<file path="src/rtl/wb_regfile_pkg.sv">
// Shared constants and types for the writeback register file and its scoreboard.
package wb_regfile_pkg;

    localparam int WB_REGWRITE = 1;
    localparam int WB_MEMTOREG = 0;
    localparam int NUM_REGS    = 32;
    localparam int DATA_W      = 32;
    localparam int ADDR_W      = 5;

    typedef logic [DATA_W-1:0] data_t;
    typedef logic [ADDR_W-1:0] addr_t;
    typedef logic [1:0]        pend_t;

    localparam pend_t PEND_MAX = 2'd3;

endpackage

</file>
<file path="src/rtl/wb_regfile_if.sv">
// Bus bundle between the pipeline (MEM/WB writeback, ID reads/issue) and wb_regfile.
interface wb_regfile_if;
    import wb_regfile_pkg::*;

    logic [1:0] WB;
    data_t      read_data;
    data_t      ALU_result;
    addr_t      RegDst_address;
    addr_t      rs_addr;
    addr_t      rt_addr;
    data_t      rs_data;
    data_t      rt_data;
    logic       issue_valid;
    addr_t      issue_rd;
    logic       flush;
    logic       busy_rs;
    logic       busy_rt;
    data_t      wb_data;

    modport master (
        output WB, read_data, ALU_result, RegDst_address, rs_addr, rt_addr,
               issue_valid, issue_rd, flush,
        input  rs_data, rt_data, busy_rs, busy_rt, wb_data
    );

    modport slave (
        input  WB, read_data, ALU_result, RegDst_address, rs_addr, rt_addr,
               issue_valid, issue_rd, flush,
        output rs_data, rt_data, busy_rs, busy_rt, wb_data
    );

endinterface

</file>
<file path="src/rtl/wb_scoreboard.sv">
// Per-register 2-bit pending-write counters; reports whether a source register
// still has an unretired write in flight.
module wb_scoreboard
    import wb_regfile_pkg::*;
(
    input  logic  clk,
    input  logic  rst_n,
    input  logic  issue_valid,
    input  addr_t issue_rd,
    input  logic  retire,
    input  addr_t retire_rd,
    input  logic  flush,
    input  addr_t rs_addr,
    input  addr_t rt_addr,
    output logic  busy_rs,
    output logic  busy_rt
);

    pend_t               cnt [1:NUM_REGS-1];
    logic [NUM_REGS-1:0] inc_hit;
    logic [NUM_REGS-1:0] dec_hit;

    // NOTE: every always_comb output gets a default first so no path leaves it unassigned (no latch).
    always_comb begin
        inc_hit = '0;
        dec_hit = '0;
        if (issue_valid && issue_rd != '0) inc_hit[issue_rd]  = 1'b1;
        if (retire && retire_rd != '0)     dec_hit[retire_rd] = 1'b1;
    end

    // NOTE: sequential state uses <= so all counters update from the same pre-edge values.
    always_ff @(posedge clk or negedge rst_n) begin
        if (!rst_n) begin
            for (int r = 1; r < NUM_REGS; r++) cnt[r] <= '0;
        end else if (flush) begin
            for (int r = 1; r < NUM_REGS; r++) cnt[r] <= '0;
        end else begin
            for (int r = 1; r < NUM_REGS; r++) begin
                if (inc_hit[r] && !dec_hit[r] && cnt[r] != PEND_MAX)
                    cnt[r] <= cnt[r] + pend_t'(1);
                else if (dec_hit[r] && !inc_hit[r] && cnt[r] != '0)
                    cnt[r] <= cnt[r] - pend_t'(1);
            end
        end
    end

    // A write retiring now with nothing else pending no longer counts as busy.
    function automatic logic busy_of(addr_t a);
        if (a == '0) return 1'b0;
        return (cnt[a] != '0) && !(dec_hit[a] && cnt[a] == pend_t'(1) && !inc_hit[a]);
    endfunction

    always_comb begin
        busy_rs = busy_of(rs_addr);
        busy_rt = busy_of(rt_addr);
    end

endmodule

</file>
<file path="src/rtl/wb_regfile.sv">
// 32x32 register file with writeback mux, same-cycle read bypass and pending-write scoreboard.
// Optional WB_REGFILE_DBG_EN adds a bypassed debug read port and a retired-write counter.
module wb_regfile
    import wb_regfile_pkg::*;
(
    input  logic         clk,
    input  logic         rst_n,
    wb_regfile_if.slave  bus
`ifdef WB_REGFILE_DBG_EN
    ,
    input  addr_t        dbg_addr,
    output data_t        dbg_data,
    output logic [31:0]  wb_count
`endif
);

    data_t regs [1:NUM_REGS-1];
    logic  retire;

    assign bus.wb_data = bus.WB[WB_MEMTOREG] ? bus.read_data : bus.ALU_result;
    assign retire      = bus.WB[WB_REGWRITE] && (bus.RegDst_address != '0);

    // NOTE: the storage array is cleared by reset because every register must read 0 after reset.
    always_ff @(posedge clk or negedge rst_n) begin
        if (!rst_n) begin
            for (int r = 1; r < NUM_REGS; r++) regs[r] <= '0;
        end else if (retire) begin
            regs[bus.RegDst_address] <= bus.wb_data;
        end
    end

    // Reads are forced to 0 while reset is held, and bypass the retiring write.
    function automatic data_t read_port(addr_t a);
        if (!rst_n || a == '0) return '0;
        if (retire && a == bus.RegDst_address) return bus.wb_data;
        return regs[a];
    endfunction

    always_comb begin
        bus.rs_data = read_port(bus.rs_addr);
        bus.rt_data = read_port(bus.rt_addr);
    end

    wb_scoreboard u_scoreboard (
        .clk         (clk),
        .rst_n       (rst_n),
        .issue_valid (bus.issue_valid),
        .issue_rd    (bus.issue_rd),
        .retire      (retire),
        .retire_rd   (bus.RegDst_address),
        .flush       (bus.flush),
        .rs_addr     (bus.rs_addr),
        .rt_addr     (bus.rt_addr),
        .busy_rs     (bus.busy_rs),
        .busy_rt     (bus.busy_rt)
    );

`ifdef WB_REGFILE_DBG_EN
    always_comb dbg_data = read_port(dbg_addr);

    always_ff @(posedge clk or negedge rst_n) begin
        if (!rst_n)      wb_count <= '0;
        else if (retire) wb_count <= wb_count + 32'd1;
    end
`endif

endmodule

</file>
<file path="src/flat_wrapper.sv">
// flat-port wrapper written by rule: the top's interface ports become plain ports
module wb_regfile_flat import wb_regfile_pkg::*;
  (clk, rst_n, bus_WB, bus_read_data, bus_ALU_result, bus_RegDst_address, bus_rs_addr, bus_rt_addr, bus_issue_valid, bus_issue_rd, bus_flush, bus_rs_data, bus_rt_data, bus_busy_rs, bus_busy_rt, bus_wb_data);
  wb_regfile_if bus_i ();
  input  logic clk;
  input  logic rst_n;
  input wire logic [$bits(bus_i.WB)-1:0] bus_WB;
  input wire logic [$bits(bus_i.read_data)-1:0] bus_read_data;
  input wire logic [$bits(bus_i.ALU_result)-1:0] bus_ALU_result;
  input wire logic [$bits(bus_i.RegDst_address)-1:0] bus_RegDst_address;
  input wire logic [$bits(bus_i.rs_addr)-1:0] bus_rs_addr;
  input wire logic [$bits(bus_i.rt_addr)-1:0] bus_rt_addr;
  input wire logic [$bits(bus_i.issue_valid)-1:0] bus_issue_valid;
  input wire logic [$bits(bus_i.issue_rd)-1:0] bus_issue_rd;
  input wire logic [$bits(bus_i.flush)-1:0] bus_flush;
  output wire logic [$bits(bus_i.rs_data)-1:0] bus_rs_data;
  output wire logic [$bits(bus_i.rt_data)-1:0] bus_rt_data;
  output wire logic [$bits(bus_i.busy_rs)-1:0] bus_busy_rs;
  output wire logic [$bits(bus_i.busy_rt)-1:0] bus_busy_rt;
  output wire logic [$bits(bus_i.wb_data)-1:0] bus_wb_data;
  assign bus_i.WB = bus_WB;
  assign bus_i.read_data = bus_read_data;
  assign bus_i.ALU_result = bus_ALU_result;
  assign bus_i.RegDst_address = bus_RegDst_address;
  assign bus_i.rs_addr = bus_rs_addr;
  assign bus_i.rt_addr = bus_rt_addr;
  assign bus_i.issue_valid = bus_issue_valid;
  assign bus_i.issue_rd = bus_issue_rd;
  assign bus_i.flush = bus_flush;
  assign bus_rs_data = bus_i.rs_data;
  assign bus_rt_data = bus_i.rt_data;
  assign bus_busy_rs = bus_i.busy_rs;
  assign bus_busy_rt = bus_i.busy_rt;
  assign bus_wb_data = bus_i.wb_data;
  wb_regfile u_core (.clk(clk), .rst_n(rst_n), .bus(bus_i));
endmodule
</file>
<file path="config.mk">
export PLATFORM = sky130hd
export DESIGN_NAME = wb_regfile_flat
export DESIGN_NICKNAME = d
export VERILOG_FILES = /design/src/rtl/wb_regfile_pkg.sv /design/src/rtl/wb_regfile_if.sv /design/src/rtl/wb_scoreboard.sv /design/src/rtl/wb_regfile.sv /design/src/flat_wrapper.sv
export SDC_FILE = /design/constraint.sdc
export NUM_CORES = 2
export LEC_CHECK = 0
export ABC_CLOCK_PERIOD_IN_PS = 7400
export CORE_MARGIN = 2
export CORE_UTILIZATION = 40
export CTS_BUF_LIST = sky130_fd_sc_hd__clkbuf_4 sky130_fd_sc_hd__clkbuf_8 sky130_fd_sc_hd__clkbuf_16
export CTS_CLUSTER_DIAMETER = 150
export CTS_CLUSTER_SIZE = 14
export DETAILED_ROUTE_END_ITERATION = 6
export PLACE_DENSITY = 0.61
export SYNTH_ARGS = -nofsm -noshare
export SYNTH_HDL_FRONTEND = slang
export SYNTH_SLANG_ARGS = --single-unit
</file>
<file path="constraint.sdc">
create_clock -name clk -period 7.4 [get_ports clk]
set_clock_uncertainty 0.05 [all_clocks]
set_input_delay 1.85 -clock clk [delete_from_list [all_inputs] [get_ports clk]]
set_output_delay 1.85 -clock clk [all_outputs]
set_load 0.02 [all_outputs]
</file>
==> results.tsv <==
metric	value	unit
fmax	0.139	GHz
finalHoldViolCount	0	
finalCoreUtilization	0.454	
ctsResizeCount	0	
synthSimpleGateAreaFrac	0.109	
setup_tns	0	ns
comb_power_share	0.252	
synth_ff_type	dfrtp_1	
ys_types	67	
wl_per_cell	27.7	um
drive_gt1_frac	0.193	
r2r_cells	4	
rrSetupSlack	6.06	ns
firstDrtPassIters	6	
ys_seq_area_frac	0.461	
synth.avg_cell_area	10.6	sq um
yosysMostFrequentCell	dfrtp_1	
fin_crit	7.17	ns
gr-usage-met1	0.381	
ys_ff_latch	1054	
die_h	382	um
multi_input_area	28800	sq um
reg2reg_to	u_core.u_scoreboard.cnt[8]$_DFFE_PN0P_	
layout.nets	5471	
syn2layout_area_growth	12.4	%
via_per_inst	6.26	
cts_tree	done	
synthAdderAreaFrac	0	
cts_buffers	85	
cts.htree.levels	3	
relSlewSlack	0.147	
drc	0	
n_fill_cell	13100	
clock_latency	0.71	ns
ys_warn_count	0	
p_sw	0.00503	W
hold_depth	2	
hold_start	u_core.regs[920]$_DFFE_PN0P_	
worstPathMaxFanout	12	
dr_total_vias	45500	
required	5.50	ns
power_frac_seq	0.485	
grtUsageMet2	0.425	
clockPowerShare	0.263	
hold_path_end	u_core.regs[920]$_DFFE_PN0P_	
clockBufferDepth	3	
die_area	146000	sq um
core_area	142000	sq um
ant_nets	0	
hp-class	reg -> reg	
synth_edf_count	0	
synth_top_area_frac	0.461	
finalCritPeriodShare	0.969	
cap_viol_max_count	0	
grt_pass1_wl	298000	um
cp.arrival	5.27	ns
drv_slew	0	
swShare	0.310	
cp-start-kind	input port	
muxShareOfSynthArea	0.239	
cell_internal_pwr	0.0112	W
wl	201000	um
synth.cells.most_frequent	1,054 x dfrtp_1, 718 x nor2_1, 656 x a21oi_1, 623 x nand2_1, 510 x mux4_2	
cts.sinks	1054	
cts.clk_slew.worst_paths	0.07	ns
status	finished clean	
postSynthCellCount	5421	
power.density	252	nW/um^2
grt_max_degree	83	
use_met3	0.0506	
die_width	382	um
drt-initial-drc-count	5252	
synth_xor_area_frac	0.00214	
track_usage	0.274	
initial_core_util	0.404	
finalSetupViolCount	0	
synth_compound_area_frac	0.145	
boundaryPins	188	
antenna_found_initial	3	
ctsHoldBuffers	0	
hpwlAfterDp	120000	um
routabilityCongestion	0.891	
synthTopCellsByArea	dfrtp_1 46%, mux4_2 20%, a21oi_1 5.7%, nor2_1 4.7%, o21ai_0 4.4%	
vdd_ir_drop_max	0.168	mV
ys_async_sr_fraction	1.00	
grt_busiest_layer	met2	
num_rows	138	
p_leak	26.5	nW
synth_nets	5511	
worstSetupEndpointType	output port	
worst_slew_pin_slew	1.28	ns
cts_root_buf	clkbuf_16	
seq_area	26400	sq um
critical_path_class	in -> out	
synth_top_family_by_area	multiplexers	
overflow	0	
postCtsSetupBuffers	0	
grt_pass1_vias	43900	
rsz0062_at_grt	no	
timing.rr.start	u_core.u_scoreboard.cnt[8]$_DFFE_PN0P_	
port_buffers	187	
synth_area	57200	sq um
synth.largest_area_cell	dfrtp_1	
[sequential cells by signal, summed over array words and instances, names as in the netlist]
register	cells
u_core.regs	992
u_core.u_scoreboard.cnt	62
[worst max path at each step]
stage	depth (start not counted)	endpoint	start
after global routing	10	bus_rs_data[6]	bus_RegDst_address[1]
after detailed placement	8	bus_rt_data[29]	bus_rt_addr[0]
after floorplan	8	bus_rt_data[31]	bus_rt_addr[0]
final	9	bus_rs_data[29]	bus_RegDst_address[1]
after global placement	8	bus_rt_data[29]	bus_rt_addr[0]
after CTS	8	bus_rt_data[29]	bus_rt_addr[0]
[power groups by stage]
stage | clock [W] | combinational (W) | sequential (W)
5_1_grt | 0.00452 | 0.00448 | 0.00802
3_5_place_dp | 0 | 0.00408 | 0.00794
6_report | 0.00426 | 0.00409 | 0.00788
4_1_cts | 0.00432 | 0.00409 | 0.00784
3_3_place_gp | 0 | 0.00399 | 0.00786
2_1_floorplan | 0 | 0.00293 | 0.00766
[layer usage]
metal | up-vias | part of all wire
met5 | - | 0.000065
met2 | 2201 | 0.46
met4 | 2 | 0.041
met3 | 441 | 0.090
li1 | 19600 | -
met1 | 23300 | 0.41
[final cells by class]
type | count | area share
Sequential cell | 1054 | 0.410
Antenna cell | 1 | 0.0000389
Multi-Input combinational cell | 3744 | 0.447
Timing Repair Buffer | 446 | 0.0678
Clock inverter | 4 | 0.000933
Tap cell | 1890 | 0.0368
Clock buffer | 88 | 0.0342
Inverter | 50 | 0.00303
[worst max-delay path: stages]
cell	delay, ns
clkdlybuf4s50_1	0.64
xnor2_1	0.35
nand2_1	0.18
nor3_1	0.25
and3_2	0.28
buf_4	0.31
a2111oi_0	0.13
a211oi_1	0.55
clkdlybuf4s50_1	0.73
[through the flow]
step                      setup WS (ns)  hold slack [ns]  power, W  std cells  area, sq um
final                             0.227            0.450    0.0162       7277        64300
after global routing              0.106            0.472    0.0170       7277        64300
after CTS                         0.306            0.450    0.0163       7276        64300
after detailed placement          0.306            0.435    0.0120       7184        62100
after global placement            0.307            0.423    0.0118       7184        62100
after floorplan                    1.58            0.410    0.0106       5421        57200
[kinds of logic (layout without fill, tap and decap cells)]
| kind of cell | Yosys count | after routing |
|---|---|---|
| xor+xnor | 14 | 14 |
| flops | 1054 | 1054 |
| mux | 718 | 718 |
| other cells | 0 | 1 |
| compound gates | 1475 | 1475 |
| buf+inv | 623 | 588 |
| simple gates | 1537 | 1537 |
[cell usage in the layout, fill, tap and decap left out, types with 70 or more instances in the layout]
master / n
clkbuf_16: 88
o21ai_0: 505
mux2i_1: 106
a221oi_1: 86
nor2_1: 704
mux2_2: 70
nand2_1: 610
buf_4: 224
clkdlybuf4s50_1: 172
mux4_2: 510
a21oi_1: 656
dfrtp_1: 1054
a211oi_1: 76
Power figures use the tool's default switching activity.
